### src/rtl/prog_issuer.sv
// Program sequencer for the 4-bit CPU: replays a loaded instruction list, generates
// a registered CPU clock pulse per word and scores the returned WriteData.
module prog_issuer #(
  parameter int DEPTH = 16,
  parameter int AW    = 4,
  parameter int IW    = 9,
  parameter int DW    = 4
) (
  input  logic          CLK,
  input  logic          RST,
  input  logic          LoadEn,
  input  logic [AW-1:0] LoadAddr,
  input  logic [IW-1:0] LoadInstr,
  input  logic [DW-1:0] LoadExpect,
  input  logic [AW:0]   ProgLen,
  input  logic          Start,
  input  logic [DW-1:0] WriteData,
  output logic [IW-1:0] Instruction,
  output logic          CpuCLK,
  output logic          Busy,
  output logic          Done,
  output logic [AW-1:0] PC,
  output logic [DW-1:0] LastResult,
  output logic [AW:0]   ErrCount,
  output logic [AW-1:0] FirstErrPC
);

  typedef enum logic [2:0] {IDLE, SETUP, HIGH, LOW, CHECK} state_t;

  localparam logic [AW:0] DEPTH_L = (AW+1)'(DEPTH);

  state_t        state, state_nxt;
  logic          fin, fin_nxt;
  logic [AW-1:0] last_pc, last_pc_nxt;

  logic [IW-1:0] instr_nxt;
  logic          cpu_clk_nxt;
  logic          busy_nxt;
  logic          done_nxt;
  logic [AW-1:0] pc_nxt;
  logic [DW-1:0] last_result_nxt;
  logic [AW:0]   err_count_nxt;
  logic [AW-1:0] first_err_pc_nxt;

  logic [IW+DW-1:0] mem [DEPTH];
  logic [IW-1:0]    mem_instr;
  logic [DW-1:0]    mem_expect;
  logic [AW:0]      len;
  logic             start_ok;

  function automatic logic [AW:0] sat_inc(input logic [AW:0] v);
    return (&v) ? v : v + (AW+1)'(1);
  endfunction

  assign len      = (ProgLen > DEPTH_L) ? DEPTH_L : ProgLen;
  assign {mem_instr, mem_expect} = mem[PC];
  // Done is excluded so a Start coinciding with the end-of-run pulse is dropped.
  assign start_ok = Start && !Busy && !Done;

  // Program memory is deliberately not reset so a run can be repeated after RST.
  always_ff @(posedge CLK) begin
    if (LoadEn && state == IDLE && !Busy) begin
      mem[LoadAddr] <= {LoadInstr, LoadExpect};
    end
  end

  always_ff @(posedge CLK) begin
    if (RST) begin
      state       <= IDLE;
      fin         <= 1'b0;
      last_pc     <= '0;
      Instruction <= '0;
      CpuCLK      <= 1'b0;
      Busy        <= 1'b0;
      Done        <= 1'b0;
      PC          <= '0;
      LastResult  <= '0;
      ErrCount    <= '0;
      FirstErrPC  <= '0;
    end else begin
      state       <= state_nxt;
      fin         <= fin_nxt;
      last_pc     <= last_pc_nxt;
      Instruction <= instr_nxt;
      CpuCLK      <= cpu_clk_nxt;
      Busy        <= busy_nxt;
      Done        <= done_nxt;
      PC          <= pc_nxt;
      LastResult  <= last_result_nxt;
      ErrCount    <= err_count_nxt;
      FirstErrPC  <= first_err_pc_nxt;
    end
  end

  always_comb begin
    state_nxt        = state;
    fin_nxt          = fin;
    last_pc_nxt      = last_pc;
    instr_nxt        = Instruction;
    cpu_clk_nxt      = CpuCLK;
    busy_nxt         = Busy;
    done_nxt         = 1'b0;
    pc_nxt           = PC;
    last_result_nxt  = LastResult;
    err_count_nxt    = ErrCount;
    first_err_pc_nxt = FirstErrPC;

    unique case (state)
      IDLE: begin
        // fin defers Done by one cycle so it lands 4*len+1 cycles after acceptance.
        if (fin) begin
          done_nxt = 1'b1;
          busy_nxt = 1'b0;
          fin_nxt  = 1'b0;
        end else if (start_ok) begin
          pc_nxt           = '0;
          err_count_nxt    = '0;
          first_err_pc_nxt = '0;
          busy_nxt         = 1'b1;
          last_pc_nxt      = AW'(len - (AW+1)'(1));
          if (len == '0) begin
            fin_nxt = 1'b1;
          end else begin
            state_nxt = SETUP;
          end
        end
      end
      SETUP: begin
        instr_nxt = mem_instr;
        state_nxt = HIGH;
      end
      HIGH: begin
        cpu_clk_nxt = 1'b1;
        state_nxt   = LOW;
      end
      LOW: begin
        cpu_clk_nxt = 1'b0;
        state_nxt   = CHECK;
      end
      CHECK: begin
        last_result_nxt = WriteData;
        if (WriteData != mem_expect) begin
          err_count_nxt = sat_inc(ErrCount);
          if (ErrCount == '0) begin
            first_err_pc_nxt = PC;
          end
        end
        if (PC == last_pc) begin
          fin_nxt   = 1'b1;
          state_nxt = IDLE;
        end else begin
          pc_nxt    = PC + AW'(1);
          state_nxt = SETUP;
        end
      end
      default: state_nxt = IDLE;
    endcase
  end

endmodule

### config.mk
export PLATFORM = sky130hd
export DESIGN_NAME = prog_issuer
export DESIGN_NICKNAME = d
export VERILOG_FILES = /design/src/rtl/prog_issuer.sv
export SDC_FILE = /design/constraint.sdc
export NUM_CORES = 1
export LEC_CHECK = 0
export ABC_AREA = 1
export BUFFER_PORTS_ARGS = -buffer_cell sky130_fd_sc_hd__buf_2
export CAP_MARGIN = 20
export CORE_MARGIN = 3
export CORE_UTILIZATION = 60
export CTS_CLUSTER_DIAMETER = 50
export DETAILED_ROUTE_END_ITERATION = 16
export PLACE_DENSITY = 0.79
export SLEW_MARGIN = 20
export SYNTH_ARGS = -nofsm -noshare
export SYNTH_HDL_FRONTEND = slang
export SYNTH_SLANG_ARGS = --single-unit
### constraint.sdc
create_clock -name CLK -period 2.55 [get_ports CLK]
set_input_delay 0.51 -clock CLK [delete_from_list [all_inputs] [get_ports CLK]]
set_output_delay 0.51 -clock CLK [all_outputs]
set_load 0.01 [all_outputs]
Word level (Yosys, flattened, before mapping). Memory sizes are Yosys's and may differ from the RTL's. A register that Yosys moved wholly into a read port is not among the register bits. Cells that the tools add are included.

Add/sub/neg operators: 3. Magnitude comparators: 1. Equality and inequality tests: 14. Muxes and demuxes: 31. Bitwise logic cells: 2. Reduce and logical (&&, ||, !) cells: 21.

Operators by type and width (number): 2-to-1 mux 4 bit (7); 2-to-1 mux 5 bit (5); != test 2 bit (second input constant) (8); one-hot mux 4 bit (2 select lines) (2); one-hot mux 3 bit (5 select lines) (1); AND reduction 5 bit (3); zero test 5 bit (2); 2-to-1 mux 1 bit (10); one-hot mux 5 bit (2 select lines) (1); 2-to-1 mux 3 bit (3); == test 3 x 2 -> 1 bit (second input constant) (2); AND reduction 3 bit (2); nonzero test 2 bit (3); adder 5 x 1 -> 5 bit (second input constant) (1); > comparator 5 bit (second input constant) (1); adder 4 x 1 -> 4 bit (second input constant) (1); == test 4 bit (1); logical AND 1 bit (4); != test 4 bit (1); one-hot mux 1 bit (2 select lines) (2); AND reduction 2 bit (2); AND reduction 4 bit (1); subtractor 4 x 1 -> 4 bit (second input constant) (1); == test 3 x 1 -> 1 bit (second input constant) (1); other kinds (5) (7).

Flip-flop bits (word level): 37. Memory bits (writable): 208. Bits of input ports: 30. Memories kept: 1.

Memories: mem (depth 16, bits a word 13, read ports 1, clocked after memory_dff 1, write ports 1, line 45) `logic [IW+DW-1:0] mem [DEPTH];`.

Logic depth before layout (Yosys ltp). Gate-level depths: netlist of the first run.

Depth in word-level cells: 8. Mapped depth: 16. Gate-level depth less buffers: 15.

Worst setup path after synthesis of the first run. No wires, ideal clock.

Kind: reg-to-reg. Start point: register state[0]. End point: memory mem[0][0] in the netlist's numbering (enable). Library setup time: 0.382 ns. Data arrival time: 1.668 ns. Path slack: 0.500 ns. Cell stages (with the launch flop): 8. Period minus slack after synthesis: 2.050 ns. Cells stage by stage: dfxtp_1 > nor2_1 > inv_2 > nor2_1 > nand2_1 > nor2_1 > nand3b_1 > nor2_1.

Cells in the longest elaborated chain, start to end: 5.

Ends and longest elaborated chain: from (decl) (line 32) `state_t state, state_nxt;`; from (signal assigned) (line 81) `state <= state_nxt;`; zero test 3 bit (line 62) `if (LoadEn && state == IDLE && !Busy) begin`; logical AND 1 bit (2 in series) (line 62); 2-to-1 mux 1 bit (line 62); 2-to-1 mux 1 bit (implied by the code) (line 63) `mem[LoadAddr] <= {LoadInstr, LoadExpect};`; to (decl) (line 45).

No other way between the ends.

==> results of run 1 <==
[kinds of logic (layout without fill, tap and decap cells)]
family                   count (synthesis)  in the layout
flip-flops                             249            249
XOR/XNOR                                 8              8
AND/OR/NAND/NOR                        341            341
adder cells (fa/ha/maj)                  6              6
buffers and inverters                  118            207
AO/OA/AOI/OAI                          198            198
[worst max-delay path, stage by stage (launching register included)]
cell,delay (ps)
dfxtp_1,520
clkinv_1,410
nand3_1,200
nand3_1,120
nand3_1,100
nand3_1,110
nor2_2,120
nand2_2,170
nand2_1,200
nand2_1,70
nand2_1,60
nor2_1,40
[final cells by class]
cell class | instances | area (sq um)
inverters | 72 | 273
well taps | 220 | 275
repair buffers | 88 | 566
clock buffers | 28 | 658
multi-input cells | 553 | 2630
clock inverters | 19 | 293
flip-flops and latches | 249 | 7070
fillers | 1094 | 4880
[through the flow]
stage           util  cells  hold slack (ps)
2_1_floorplan      -    920              449
3_3_place_gp   0.647   1181              461
3_5_place_dp   0.647   1181              464
4_1_cts        0.704   1228              262
5_1_grt        0.707   1229              272
6_report       0.707   1229              275
[metal layers]
| metal | GRT usage | part of all wire | up-vias |
|---|---|---|---|
| li1 | - | - | 3351 |
| met3 | 0.0438 | 0.11 | 43 |
| met1 | 0.357 | 0.40 | 3336 |
| met2 | 0.388 | 0.47 | 433 |
| met4 | 0.0672 | 0.021 | 0 |
| met5 | 0 | 0 | - |
[sequential cells by signal, summed over array words and instances, names as in the netlist, named ones only]
register,cells
FirstErrPC,4
CpuCLK,1
last_pc,4
mem,208
fin,1
Busy,1
ErrCount,5
Done,1
LastResult,4
PC,4
Instruction,9
state,3
[cell usage in the layout (no fill, tap or decap), types with 4 or more instances in the layout]
| master | count |
|---|---|
| nor2_2 | 5 |
| clkbuf_16 | 27 |
| xor2_1 | 7 |
| o22ai_1 | 44 |
| bufinv_16 | 7 |
| nand2_1 | 121 |
| dfxtp_1 | 40 |
| buf_4 | 27 |
| inv_1 | 67 |
| nand3_1 | 48 |
| o211ai_1 | 4 |
| clkinv_1 | 4 |
| o21ai_1 | 5 |
| nor2_1 | 153 |
| o21ai_0 | 109 |
| buf_2 | 58 |
| a21oi_1 | 29 |
| edfxtp_1 | 208 |
| ha_1 | 6 |
[power groups by stage]
stage          Clock (mW)  Sequential [mW]  Combinational [mW]
2_1_floorplan           0             5.02                2.16
3_3_place_gp            0             4.99                2.98
3_5_place_dp            0             5.01                3.04
4_1_cts              4.16             4.92                3.07
5_1_grt              4.34             4.97                3.52
6_report             4.13             4.94                3.18
[final timing paths]
path | cells after the start | slack, ps | from | end
max | 11 | 300 | register | ErrCount[2]
min | 3 | 280 | ProgLen[3] | last_pc[3]
max reg2reg | 11 | 300 | register | ErrCount[2]
min reg2reg | 2 | 470 | CpuCLK | CpuCLK
==> flow_metrics.env, run 1 <==
export IMPL_start_kind="register"
export IMPL_die_area_sq_mm=0.0186
export IMPL_synth_top_area_frac=0.611
export IMPL_synth_compound_area_frac=0.106
export IMPL_post_cts_buffers=0
export IMPL_synth_fa_ha_area_frac=0.00734
export IMPL_fin_crit_ps=2250
export IMPL_synth_largest_area_cell="edfxtp_1"
export IMPL_dp_slack_ps=306
export IMPL_pwr_share_clk=0.337
export IMPL_grt_overflow_total=0
export IMPL_p_sw_frac=0.318
export IMPL_status="completed"
export IMPL_worst_pin_slew_ps=518
export IMPL_syn_nets=956
export IMPL_fp_row_count=47
export IMPL_grt_pass1_wl_microns=35300
export IMPL_setup_worst_path_end_class="register"
export IMPL_gp_congestion=0.883
export IMPL_hold_path_class="primary input to register"
export IMPL_crit_required_ps=2960
export IMPL_yosysWarnings=0
export IMPL_vias=7163
export IMPL_cts_sinks=249
export IMPL_hold_viol_final=0
export IMPL_antenna_left=0
export IMPL_core_area_sq_mm=0.0166
export IMPL_synth_mux_area_frac=0
export IMPL_ctsHoldBuffers=0
export IMPL_syn_area_sq_mm=0.0102
export IMPL_relSlewSlack=0.654
export IMPL_clk_pin_slew_ps=60
export IMPL_wl_per_cell_microns=18.9
export IMPL_synth_seq_cells=249
export IMPL_synthArstFlopShare=0
export IMPL_cap_violations=0
export IMPL_area_delta_synth_final_pct=15.0
export IMPL_cts_htree_levels=1
export IMPL_max_freq_mhz=444
export IMPL_setup_viol=0
export IMPL_grtUsageTotal=0.246
export IMPL_synth_top_family_by_area="simple AND/OR/NAND/NOR gates"
export IMPL_fin_area_sq_mm=0.0118
export IMPL_combinationalPowerShare=0.260
export IMPL_synthCells=920
export IMPL_post_cts_resized=0
export IMPL_final_max_slew_viol_count=0
export IMPL_grt_setup_unrepaired="false"
export IMPL_skew_ps=18.3
export IMPL_sequentialPowerShare=0.403
export IMPL_final_layout_size_suffix_gt1_frac=0.145
export IMPL_grt_max_degree=92
export IMPL_dpl_cell_area_sq_mm=0.0108
export IMPL_start_util=0.614
export IMPL_total_power_mw=12.3
export IMPL_p_per_area_mw_per_mm2=1040
export IMPL_synth_most_common_cell="edfxtp_1"
export IMPL_synth_flop_cell="edfxtp_1"
export IMPL_via_per_inst=5.83
export IMPL_dpl_hpwl_microns=13700
export IMPL_ys_seq_area_frac=0.691
export IMPL_p_int_mw=8.35
export IMPL_drc=0
export IMPL_post_route_period_util=0.883
export IMPL_dieWidth_microns=137
export IMPL_ys_types=37
export IMPL_synthXorXnorAreaFrac=0.00685
export IMPL_drtIter0Drc=960
export IMPL_synth_edf_count=208
export IMPL_peakVddDrop_v=0.000669
export IMPL_final_setup_worst_slack_ps=297
export IMPL_arrival_ps=2670
export IMPL_firstDrtPassIters=6
export IMPL_layout_nets=1026
export IMPL_ys_top_cells_by_count="edfxtp_1 (208), nor2_1 (154), nand2_1 (121)"
export IMPL_cts_root_buffer="clkbuf_16"
export IMPL_cts_inserted_buffers=26
export IMPL_cts_tree="built"
export IMPL_p_sw_mw=3.90
export IMPL_synth_area_leaders="edfxtp_1 (61%), dfxtp_1 (8.0%), nor2_1 (5.7%)"
export IMPL_power_leakage_nw=4.51
export IMPL_clock_latency_ps=530
export IMPL_clk_path_buf_depth=3
export IMPL_die_h_microns=137
export IMPL_grt_pass1_vias=6551
export IMPL_crit_type="register to register"
export IMPL_synth_area_per_cell_sq_um=11.1
export IMPL_synthSimpleGateAreaFrac=0.137
export IMPL_antenna_cells=0
export IMPL_path_max_fanout=13
export IMPL_drt_wl_total_microns=23300
export IMPL_ios=59
export IMPL_grt_antenna_before_repair=0
export IMPL_port_buffers=58
export IMPL_setup_tns_final_ps=0
Power figures use the tool's default switching activity.
==> run 2: changes to the inputs <==
--- a/config.mk
+++ b/config.mk
@@ -12,7 +12,8 @@
 export CORE_UTILIZATION = 60
 export CTS_CLUSTER_DIAMETER = 50
 export DETAILED_ROUTE_END_ITERATION = 16
-export PLACE_DENSITY = 0.79
+export PLACE_DENSITY_LB_ADDON = 0.12
+export RECOVER_POWER = 25
 export SLEW_MARGIN = 20
 export SYNTH_ARGS = -nofsm -noshare
 export SYNTH_HDL_FRONTEND = slang
==> constraint.sdc (replaced) <==
create_clock -name CLK -period 2.44 [get_ports CLK]
set_input_delay 0.488 -clock CLK [delete_from_list [all_inputs] [get_ports CLK]]
set_output_delay 0.488 -clock CLK [all_outputs]
set_load 0.01 [all_outputs]
==> flow_metrics.env, run 2 (synthesized netlist as in run 1, its figures left out) <==
export IMPL_status="completed"
export IMPL_post_cts_buffers=0
export IMPL_ios=59
export IMPL_port_buffers=58
export IMPL_via_per_inst=5.67
export IMPL_largest_registers="mem x208, Instruction x9, ErrCount x5"
export IMPL_peakVddDrop_v=0.000691
export IMPL_layout_common_cells="edfxtp_1 (208), nor2_1 (153), nand2_1 (121)"
export IMPL_setup_tns_final_ps=0
export IMPL_grt_pass1_wl_microns=35300
export IMPL_setup_worst_path_end_class="register"
export IMPL_cts_htree_levels=1
export IMPL_skew_ps=24.9
export IMPL_post_route_period_util=0.895
export IMPL_final_common_cell="edfxtp_1"
export IMPL_post_cts_resized=0
export IMPL_max_freq_mhz=458
export IMPL_layout_nets=1040
export IMPL_fill_cells=1169
export IMPL_hold_path_cell_count=3
export IMPL_drtIter0Drc=795
export IMPL_largest_reg_flops=208
export IMPL_start_kind="register"
export IMPL_start_util=0.614
export IMPL_dpl_hpwl_microns=14500
export IMPL_clock_latency_ps=530
export IMPL_cts_inserted_buffers=27
export IMPL_cap_violations=0
export IMPL_cts_root_buffer="clkbuf_16"
export IMPL_multiInputGateArea_sq_mm=0.00263
export IMPL_cts_tree="built"
export IMPL_antenna_cells=0
export IMPL_hold_path_class="primary input to register"
export IMPL_grt_max_degree=81
export IMPL_final_max_slew_viol_count=0
export IMPL_dieWidth_microns=137
export IMPL_crit_required_ps=2900
export IMPL_grt_setup_unrepaired="false"
export IMPL_worst_pin_slew_ps=697
export IMPL_die_h_microns=137
export IMPL_ctsHoldBuffers=0
export IMPL_relSlewSlack=0.535
export IMPL_core_area_sq_mm=0.0166
export IMPL_register_area_sq_mm=0.00707
export IMPL_power_leakage_nw=4.50
export IMPL_drc=0
export IMPL_p_per_area_mw_per_mm2=1060
export IMPL_path_max_fanout=31
export IMPL_final_layout_size_suffix_gt1_frac=0.144
export IMPL_setup_viol=0
export IMPL_min_from="WriteData[2]"
export IMPL_gp_congestion=0.813
export IMPL_grtUsageTotal=0.249
export IMPL_r2r_slack_ps=260
export IMPL_wl_per_cell_microns=18.7
export IMPL_fp_row_count=47
export IMPL_clk_path_buf_depth=3
export IMPL_ff2ff_path_depth=9
export IMPL_cts_sinks=249
export IMPL_grt_overflow_total=0
export IMPL_top_register="mem"
export IMPL_vias=7058
export IMPL_area_delta_synth_final_pct=15.3
export IMPL_whs_endpoint="LastResult[2]"
export IMPL_grt_antenna_before_repair=1
export IMPL_grt_pass1_vias=6565
export IMPL_crit_type="register to register"
export IMPL_drt_wl_total_microns=23200
export IMPL_arrival_ps=2650
export IMPL_clk_pin_slew_ps=60
export IMPL_worst_r2r_endpoint="Instruction[7]"
export IMPL_antenna_left=0
export IMPL_post_route_util=0.708
export IMPL_die_area_sq_mm=0.0186
export IMPL_hold_viol_final=0
export IMPL_fin_crit_ps=2180
export IMPL_firstDrtPassIters=5
## run 2: changes by cell type in the layout (fill, tap and decap cells not counted), moves of 2 or more
cell and delta:
clkinvlp_4 +4, buf_2 -9, clkinv_4 -3, clkbuf_1 +15
bufinv_16 -4, clkbuf_8 +2, buf_12 +3, buf_4 +12
## run 2: power by group
part | internal, mW | switching (mW) | leakage (nW)
logic | 1.12 | 2.20 | 1.87
clock network | 2.43 | 1.60 | 0.421
registers | 4.93 | 0.185 | 2.21
total | 8.48 | 3.99 | 4.50
## run 2: worst max-delay path by stage
stage	start	depth (start not counted)	endpoint	slack [ps]
after floorplan	state[0]	7	mem[0][0]	390
after global placement	state[1]	8	mem[10][7]	310
after detailed placement	state[1]	8	mem[14][8]	260
after CTS	state[1]	8	mem[14][10]	210
after global routing	register	15	ErrCount[2]	70
final	register	9	Instruction[7]	260
## run 2: critical path: stages, from the launching register on
cell and delay [ps]:
dfxtp_4 360, inv_2 160, buf_12 200, buf_4 340
o21ai_0 140, o22ai_1 200, nor2_1 100, o22ai_1 360
o21ai_0 160, inv_1 70
## run 2: cell type report
cell class,instances,share of cell area
Sequential cell,249,0.600
Multi-Input combinational cell,553,0.223
Clock buffer,37,0.0622
Timing Repair Buffer,101,0.0553
Tap cell,220,0.0234
Inverter,72,0.0229
Clock inverter,13,0.0134
## run 2: metrics by stage
stage | cells | setup slack [ps] | instance area (sq um) | hold WS (ps) | total power, mW
floorplan | 920 | 390 | 10200 | 449 | 7.50
global placement | 1195 | 306 | 10900 | 462 | 8.41
global route | 1245 | 67.7 | 11800 | 249 | 13.1
detailed placement | 1195 | 261 | 10900 | 472 | 8.48
finish | 1245 | 256 | 11800 | 243 | 12.5
CTS | 1245 | 206 | 11800 | 234 | 12.5
## run 2: per-layer routing
layer  part of all wire  routed length [microns]  global-route usage
met1               0.41                     9580               0.349
met2               0.48                    11100               0.398
met3              0.086                     2000              0.0551
met4              0.024                      557              0.0694
met5            0.00056                       13                   0
